File: src/rtl/ssd1306_power_seq_if.sv
// ssd1306_power_seq_if: request/status, panel pins, command-engine and timer handshakes of the power sequencer
interface ssd1306_power_seq_if;
    logic        power_up;
    logic        power_down;
    logic        busy;
    logic        is_on;
    logic        vdd_n;
    logic        vbat_n;
    logic        res_n;
    logic        init_start;
    logic        init_done;
    logic        dispoff_start;
    logic        dispoff_done;
    logic [12:0] tmr_timeout_ms;
    logic        tmr_enable;
    logic        tmr_timedout;

    modport slave (
        input  power_up, power_down, init_done, dispoff_done, tmr_timedout,
        output busy, is_on, vdd_n, vbat_n, res_n, init_start, dispoff_start,
               tmr_timeout_ms, tmr_enable
    );

    modport master (
        output power_up, power_down, init_done, dispoff_done, tmr_timedout,
        input  busy, is_on, vdd_n, vbat_n, res_n, init_start, dispoff_start,
               tmr_timeout_ms, tmr_enable
    );
endinterface

File: src/rtl/ssd1306_power_seq.sv
// ssd1306_power_seq: SSD1306 rail/RES# power sequencer; every delay is an ARM cycle then a RUN phase on the shared ms timer
module ssd1306_power_seq #(
    parameter int VDD_SETTLE_MS  = 1,
    parameter int RES_LOW_MS     = 1,
    parameter int RES_RECOVER_MS = 1,
    parameter int VBAT_SETTLE_MS = 100
) (
    input logic                clk,
    input logic                resetn,
    ssd1306_power_seq_if.slave ps
);
    localparam logic [3:0] OFF      = 4'd0;
    localparam logic [3:0] VDD_ON   = 4'd1;
    localparam logic [3:0] RES_LOW  = 4'd2;
    localparam logic [3:0] RES_REL  = 4'd3;
    localparam logic [3:0] INIT     = 4'd4;
    localparam logic [3:0] VBAT_ON  = 4'd5;
    localparam logic [3:0] ON       = 4'd6;
    localparam logic [3:0] DOFF     = 4'd7;
    localparam logic [3:0] VBAT_OFF = 4'd8;
    localparam logic [3:0] VDD_OFF  = 4'd9;

    // A 0 ms limit makes the timer expire at once, so the delays would silently vanish
    if (VDD_SETTLE_MS < 1 || RES_LOW_MS < 1 || RES_RECOVER_MS < 1 || VBAT_SETTLE_MS < 1 ||
        VDD_SETTLE_MS > 1000 || RES_LOW_MS > 1000 || RES_RECOVER_MS > 1000 || VBAT_SETTLE_MS > 1000) begin : g_bad_param
        $error("ssd1306_power_seq: delay parameters must be 1..1000 ms");
    end

    logic [3:0]  state, nxt_state;
    logic        run, nxt_run;
    logic [12:0] nxt_timeout;

    // run=0 is the ARM cycle of a delay state or the start-pulse cycle of a handoff state
    always_comb begin
        nxt_state = state;
        nxt_run   = run;
        case (state)
            OFF:     if (ps.power_up) nxt_state = VDD_ON;
            ON:      if (ps.power_down) nxt_state = DOFF;
            VDD_OFF: nxt_state = OFF;
            INIT: begin
                nxt_run = 1'b1;
                if (run && ps.init_done) {nxt_state, nxt_run} = {VBAT_ON, 1'b0};
            end
            DOFF: begin
                nxt_run = 1'b1;
                if (run && ps.dispoff_done) {nxt_state, nxt_run} = {VBAT_OFF, 1'b0};
            end
            VDD_ON, RES_LOW, RES_REL, VBAT_ON, VBAT_OFF: begin
                nxt_run = 1'b1;
                if (run && ps.tmr_timedout) begin
                    nxt_run   = 1'b0;
                    nxt_state = state == VDD_ON  ? RES_LOW :
                                state == RES_LOW ? RES_REL :
                                state == RES_REL ? INIT    :
                                state == VBAT_ON ? ON      : VDD_OFF;
                end
            end
            default: {nxt_state, nxt_run} = {OFF, 1'b0};
        endcase
    end

    always_comb
        nxt_timeout = nxt_state == VDD_ON                           ? 13'(VDD_SETTLE_MS)  :
                      nxt_state == RES_LOW                          ? 13'(RES_LOW_MS)     :
                      nxt_state == RES_REL                          ? 13'(RES_RECOVER_MS) :
                      nxt_state == VBAT_ON || nxt_state == VBAT_OFF ? 13'(VBAT_SETTLE_MS) : 13'd0;

    always_ff @(posedge clk) begin
        if (!resetn) begin
            state             <= OFF;
            run               <= 1'b0;
            ps.busy           <= 1'b0;
            ps.is_on          <= 1'b0;
            ps.vdd_n          <= 1'b1;
            ps.vbat_n         <= 1'b1;
            ps.res_n          <= 1'b1;
            ps.init_start     <= 1'b0;
            ps.dispoff_start  <= 1'b0;
            ps.tmr_timeout_ms <= 13'd0;
            ps.tmr_enable     <= 1'b0;
        end else begin
            state             <= nxt_state;
            run               <= nxt_run;
            ps.busy           <= nxt_state != OFF && nxt_state != ON;
            ps.is_on          <= nxt_state == ON;
            ps.vdd_n          <= nxt_state == OFF || nxt_state == VDD_OFF;
            ps.vbat_n         <= !(nxt_state inside {VBAT_ON, ON, DOFF});
            ps.res_n          <= nxt_state != RES_LOW;
            ps.init_start     <= nxt_state == INIT && !nxt_run;
            ps.dispoff_start  <= nxt_state == DOFF && !nxt_run;
            ps.tmr_timeout_ms <= nxt_timeout;
            ps.tmr_enable     <= nxt_run && nxt_timeout != 13'd0;
        end
    end
endmodule

File: src/flat_wrapper.sv
// flat-port wrapper written by rule: the top's interface ports become plain ports
module ssd1306_power_seq_flat 
#(
    parameter int VDD_SETTLE_MS  = 1,
    parameter int RES_LOW_MS     = 1,
    parameter int RES_RECOVER_MS = 1,
    parameter int VBAT_SETTLE_MS = 100
)
  (clk, resetn, ps_power_up, ps_power_down, ps_init_done, ps_dispoff_done, ps_tmr_timedout, ps_busy, ps_is_on, ps_vdd_n, ps_vbat_n, ps_res_n, ps_init_start, ps_dispoff_start, ps_tmr_timeout_ms, ps_tmr_enable);
  ssd1306_power_seq_if ps_i ();
  input logic clk;
  input logic resetn;
  input wire logic [$bits(ps_i.power_up)-1:0] ps_power_up;
  input wire logic [$bits(ps_i.power_down)-1:0] ps_power_down;
  input wire logic [$bits(ps_i.init_done)-1:0] ps_init_done;
  input wire logic [$bits(ps_i.dispoff_done)-1:0] ps_dispoff_done;
  input wire logic [$bits(ps_i.tmr_timedout)-1:0] ps_tmr_timedout;
  output wire logic [$bits(ps_i.busy)-1:0] ps_busy;
  output wire logic [$bits(ps_i.is_on)-1:0] ps_is_on;
  output wire logic [$bits(ps_i.vdd_n)-1:0] ps_vdd_n;
  output wire logic [$bits(ps_i.vbat_n)-1:0] ps_vbat_n;
  output wire logic [$bits(ps_i.res_n)-1:0] ps_res_n;
  output wire logic [$bits(ps_i.init_start)-1:0] ps_init_start;
  output wire logic [$bits(ps_i.dispoff_start)-1:0] ps_dispoff_start;
  output wire logic [$bits(ps_i.tmr_timeout_ms)-1:0] ps_tmr_timeout_ms;
  output wire logic [$bits(ps_i.tmr_enable)-1:0] ps_tmr_enable;
  assign ps_i.power_up = ps_power_up;
  assign ps_i.power_down = ps_power_down;
  assign ps_i.init_done = ps_init_done;
  assign ps_i.dispoff_done = ps_dispoff_done;
  assign ps_i.tmr_timedout = ps_tmr_timedout;
  assign ps_busy = ps_i.busy;
  assign ps_is_on = ps_i.is_on;
  assign ps_vdd_n = ps_i.vdd_n;
  assign ps_vbat_n = ps_i.vbat_n;
  assign ps_res_n = ps_i.res_n;
  assign ps_init_start = ps_i.init_start;
  assign ps_dispoff_start = ps_i.dispoff_start;
  assign ps_tmr_timeout_ms = ps_i.tmr_timeout_ms;
  assign ps_tmr_enable = ps_i.tmr_enable;
  ssd1306_power_seq #(.VDD_SETTLE_MS(VDD_SETTLE_MS), .RES_LOW_MS(RES_LOW_MS), .RES_RECOVER_MS(RES_RECOVER_MS), .VBAT_SETTLE_MS(VBAT_SETTLE_MS)) u_core (.clk(clk), .resetn(resetn), .ps(ps_i));
endmodule
File: config.mk
export PLATFORM = sky130hd
export DESIGN_NAME = ssd1306_power_seq_flat
export DESIGN_NICKNAME = d
export VERILOG_FILES = /design/src/rtl/ssd1306_power_seq_if.sv /design/src/rtl/ssd1306_power_seq.sv /design/src/flat_wrapper.sv
export SDC_FILE = /design/constraint.sdc
export NUM_CORES = 1
export LEC_CHECK = 0
export ABC_AREA = 1
export CAP_MARGIN = 25
export CORE_MARGIN = 5
export CORE_UTILIZATION = 50
export CTS_BUF_LIST = sky130_fd_sc_hd__clkbuf_2
export CTS_CLUSTER_SIZE = 30
export DETAILED_ROUTE_END_ITERATION = 10
export GPL_TIMING_DRIVEN = 0
export HOLD_SLACK_MARGIN = 0.02
export PLACE_DENSITY_LB_ADDON = 0.12
export SYNTH_ARGS = -nofsm -noshare
export SYNTH_HDL_FRONTEND = slang
export SYNTH_SLANG_ARGS = --single-unit
File: constraint.sdc
create_clock -name clk -period 3.5 [get_ports clk]
set_input_delay 0.7 -clock clk [delete_from_list [all_inputs] [get_ports clk]]
set_output_delay 0.7 -clock clk [all_outputs]
set_load 0.01 [all_outputs]
==> results.tsv <==
stage	metric	value	unit
place	place_congestion	0.8800	
synth	synthCells	121	
sta	timing.final.ws_setup	1537	ps
route	drtAntennaViolNets	0	
status	status	finished, final reports clean	
sta	hold_viol	0	
clock_network	holdBufCountCts	0	
critical_path	cp.arrival	1260	ps
sta	holdWs	732.8	ps
route	drc	0	
cells_and_area	multi_input_area	416.7	um2
clock_network	clock-sinks	15	
floorplan	die_w	51.01	um
power	power_density	311.8	nW/um2
place	placed_area	1071	um2
synth	synthArstFlopShare	0	%
synth	netlist.area_leader.share	35.71	%
route	firstDrtPassIters	4	
synth	synth.distinct_cells	21	
sta	period_minus_slack	1963	ps
cells_and_area	seqCellArea	300.3	um2
clock_network	clock_latency	270	ps
clock_network	ctsHtreeMaxLevel	1	
sta	finalSetupTns	0	ps
global_routing	grt_pass1_wl	2960	um
global_routing	grt_pass1_vias	754	
place	dp_cells	163	
power	power.internal	244.7	uW
floorplan	die-height	51.01	um
synth	yosysMostFrequentCell	nand2_1	
cells_and_area	drive_gt1_share	23.18	%
cells_and_area	fin_area	1091	um2
route	routed_via_density	4.832	
sta	period_share	56.08	%
sta	finalSetupViolCount	0	
floorplan	fp.dieArea	2602	um2
floorplan	io_pins	28	
synth	syn-cell-area	840.8	um2
place	dp_worst_setup_slack	1289	ps
global_routing	grtUsageTotal	14.62	%
route	num_vias	807	
cells_and_area	syn_to_final_growth	29.76	%
floorplan	start_util	53.93	%
sta	fmax	509.4	MHz
cells_and_area	fin_cells	167	
clock_network	cts_tree	yes	
power	p_clk_share	22.8	%
synth	synth.yosys.seq_area_share	35.71	%
power	seq_power_share	54.0	%
critical_path	path_class	reg -> out	
clock_network	cts_resized	0	
clock_network	post-cts-setup-buffer-count	0	
synth	yosys-top-cells-count	nand2_1 (28), inv_1 (16), dfxtp_1 (15)	
power	switchingPower	95.51	uW
clock_network	cts_buffers	3	
power	switching_share	28.07	%
power	power	340.2	uW
power	p_leak	0.5727	nW
job	drv_cap	0	
synth	synth_edf_count	0	
critical_path	startpoint_type	register	
cells_and_area	n_fill_cell	140	
cells_and_area	nNetsFinal	159	
critical_path	cp-end-kind	primary output	
synth	syn_area_per_cell	6.949	um2
clock_network	path_clk_slew	120	ps
clock_network	root_buffer	clkbuf_2	
sta	report.final.slew_viol_count	0	
sta	fin_skew	4.074	ps
cells_and_area	fin_util	69.98	%
global_routing	antenna_found_initial	0	
global_routing	grt_overflow	0	
route	wl_per_cell	10.31	um
floorplan	row_count	14	
synth	synth-seq-cells	15	
power	ir_drop	0.0002880	V
floorplan	core-area	1559	um2
synth	synth_flop_cell	dfxtp_1	
cells_and_area	diodes	0	
power	comb_power_share	23.2	%
synth	yosys_warnings	0	
synth	yosys-top-cells-area	dfxtp_1 (36%), nand2_1 (13%), buf_4 (9.8%)	
synth	yosysTopAreaCell	dfxtp_1	
route	initialDrtViolationCount	24	
clock_network	clockBufferDepth	2	
worst_hold_path	hp-class	reg -> reg	
sta	rsz0062_at_grt	no	
place	port_buffers	18	
critical_path	cp_max_fo	3	
global_routing	grt_max_degree	9	
route	wl	1722	um
place	dp_hpwl	1419	um
critical_path	worstPathRequired	2800	ps
==> layout by cell type, fill, tap and decap left out <==
| cell | n |
|---|---|
| nand2_1 | 28 |
| clkdlybuf4s50_1 | 18 |
| inv_1 | 16 |
| dfxtp_1 | 15 |
| nand3_1 | 11 |
| buf_4 | 11 |
| nor2_1 | 9 |
| conb_1 | 9 |
| nor2_2 | 6 |
| nand2_2 | 5 |
| clkbuf_2 | 4 |
| inv_2 | 3 |
| nand3_2 | 3 |
| nand4_1 | 2 |
| o211ai_1 | 2 |
| a21oi_1 | 2 |
| nand3b_1 | 1 |
| nor2_4 | 1 |
| o21ai_0 | 1 |
| o21ai_1 | 1 |
| a21oi_2 | 1 |
| nor3_1 | 1 |
| nor3_2 | 1 |
==> cell type report <==
type | count | area share, %
multi-input combinational | 84 | 38.19
sequential | 15 | 27.52
clock buffer | 4 | 1.835
tap | 16 | 1.835
timing repair buffer | 18 | 16.51
buffer | 11 | 7.569
inverter | 19 | 6.537
==> kinds of logic (layout without fill, tap and decap cells) <==
logic type	count (synthesis)	count (layout)	synth area share, %
buffers and inverters	30	52	18.30
flip-flops	15	15	35.71
AND/OR/NAND/NOR	68	68	40.33
other	1	9	0.4460
AO/OA/AOI/OAI	7	7	5.207
==> flip-flops by register name, indices dropped and copies added (netlist names) <==
signal	flops
u_core.ps.vbat_n	1
u_core.ps.init_start	1
u_core.ps.vdd_n	1
u_core.state	4
u_core.ps.res_n	1
u_core.ps.dispoff_start	1
u_core.ps.tmr_timeout_ms	2
u_core.ps.busy	1
u_core.ps.is_on	1
u_core.ps.tmr_enable	1
u_core.run	1
==> critical path: stages, from the launching register on <==
cell and delay, ps:
dfxtp_1 370, buf_4 110, clkdlybuf4s50_1 520
==> power groups by stage <==
stage,logic [mW],clock network [mW],registers [mW]
global route,0.0883,0.0871,0.185
finish,0.0790,0.0775,0.184
detailed placement,0.0782,0,0.187
global placement,0.0772,0,0.187
floorplan,0.0501,0,0.189
CTS,0.0785,0.0796,0.184
==> routing by layer <==
metal	GRT usage [%]	vias to the layer above	part of all wire, %
met5	0	-	0
met4	8.072	0	2.0
met3	2.326	4	6.2
met2	25.11	26	48
met1	17.29	359	43
li1	-	418	-
==> path summary, 6_finish.rpt <==
kind | startpoint | to | slack (ps) | cells past startpoint
setup reg to reg | u_core.state[3] | u_core.ps.busy | 1950 | 8
hold / removal | u_core.run | u_core.ps.init_start | 730 | 3
setup / recovery | u_core.ps.tmr_timeout_ms[5] | ps_tmr_timeout_ms[5] | 1540 | 2
hold reg to reg | u_core.run | u_core.ps.init_start | 730 | 3
Power figures use the tool's default switching activity.
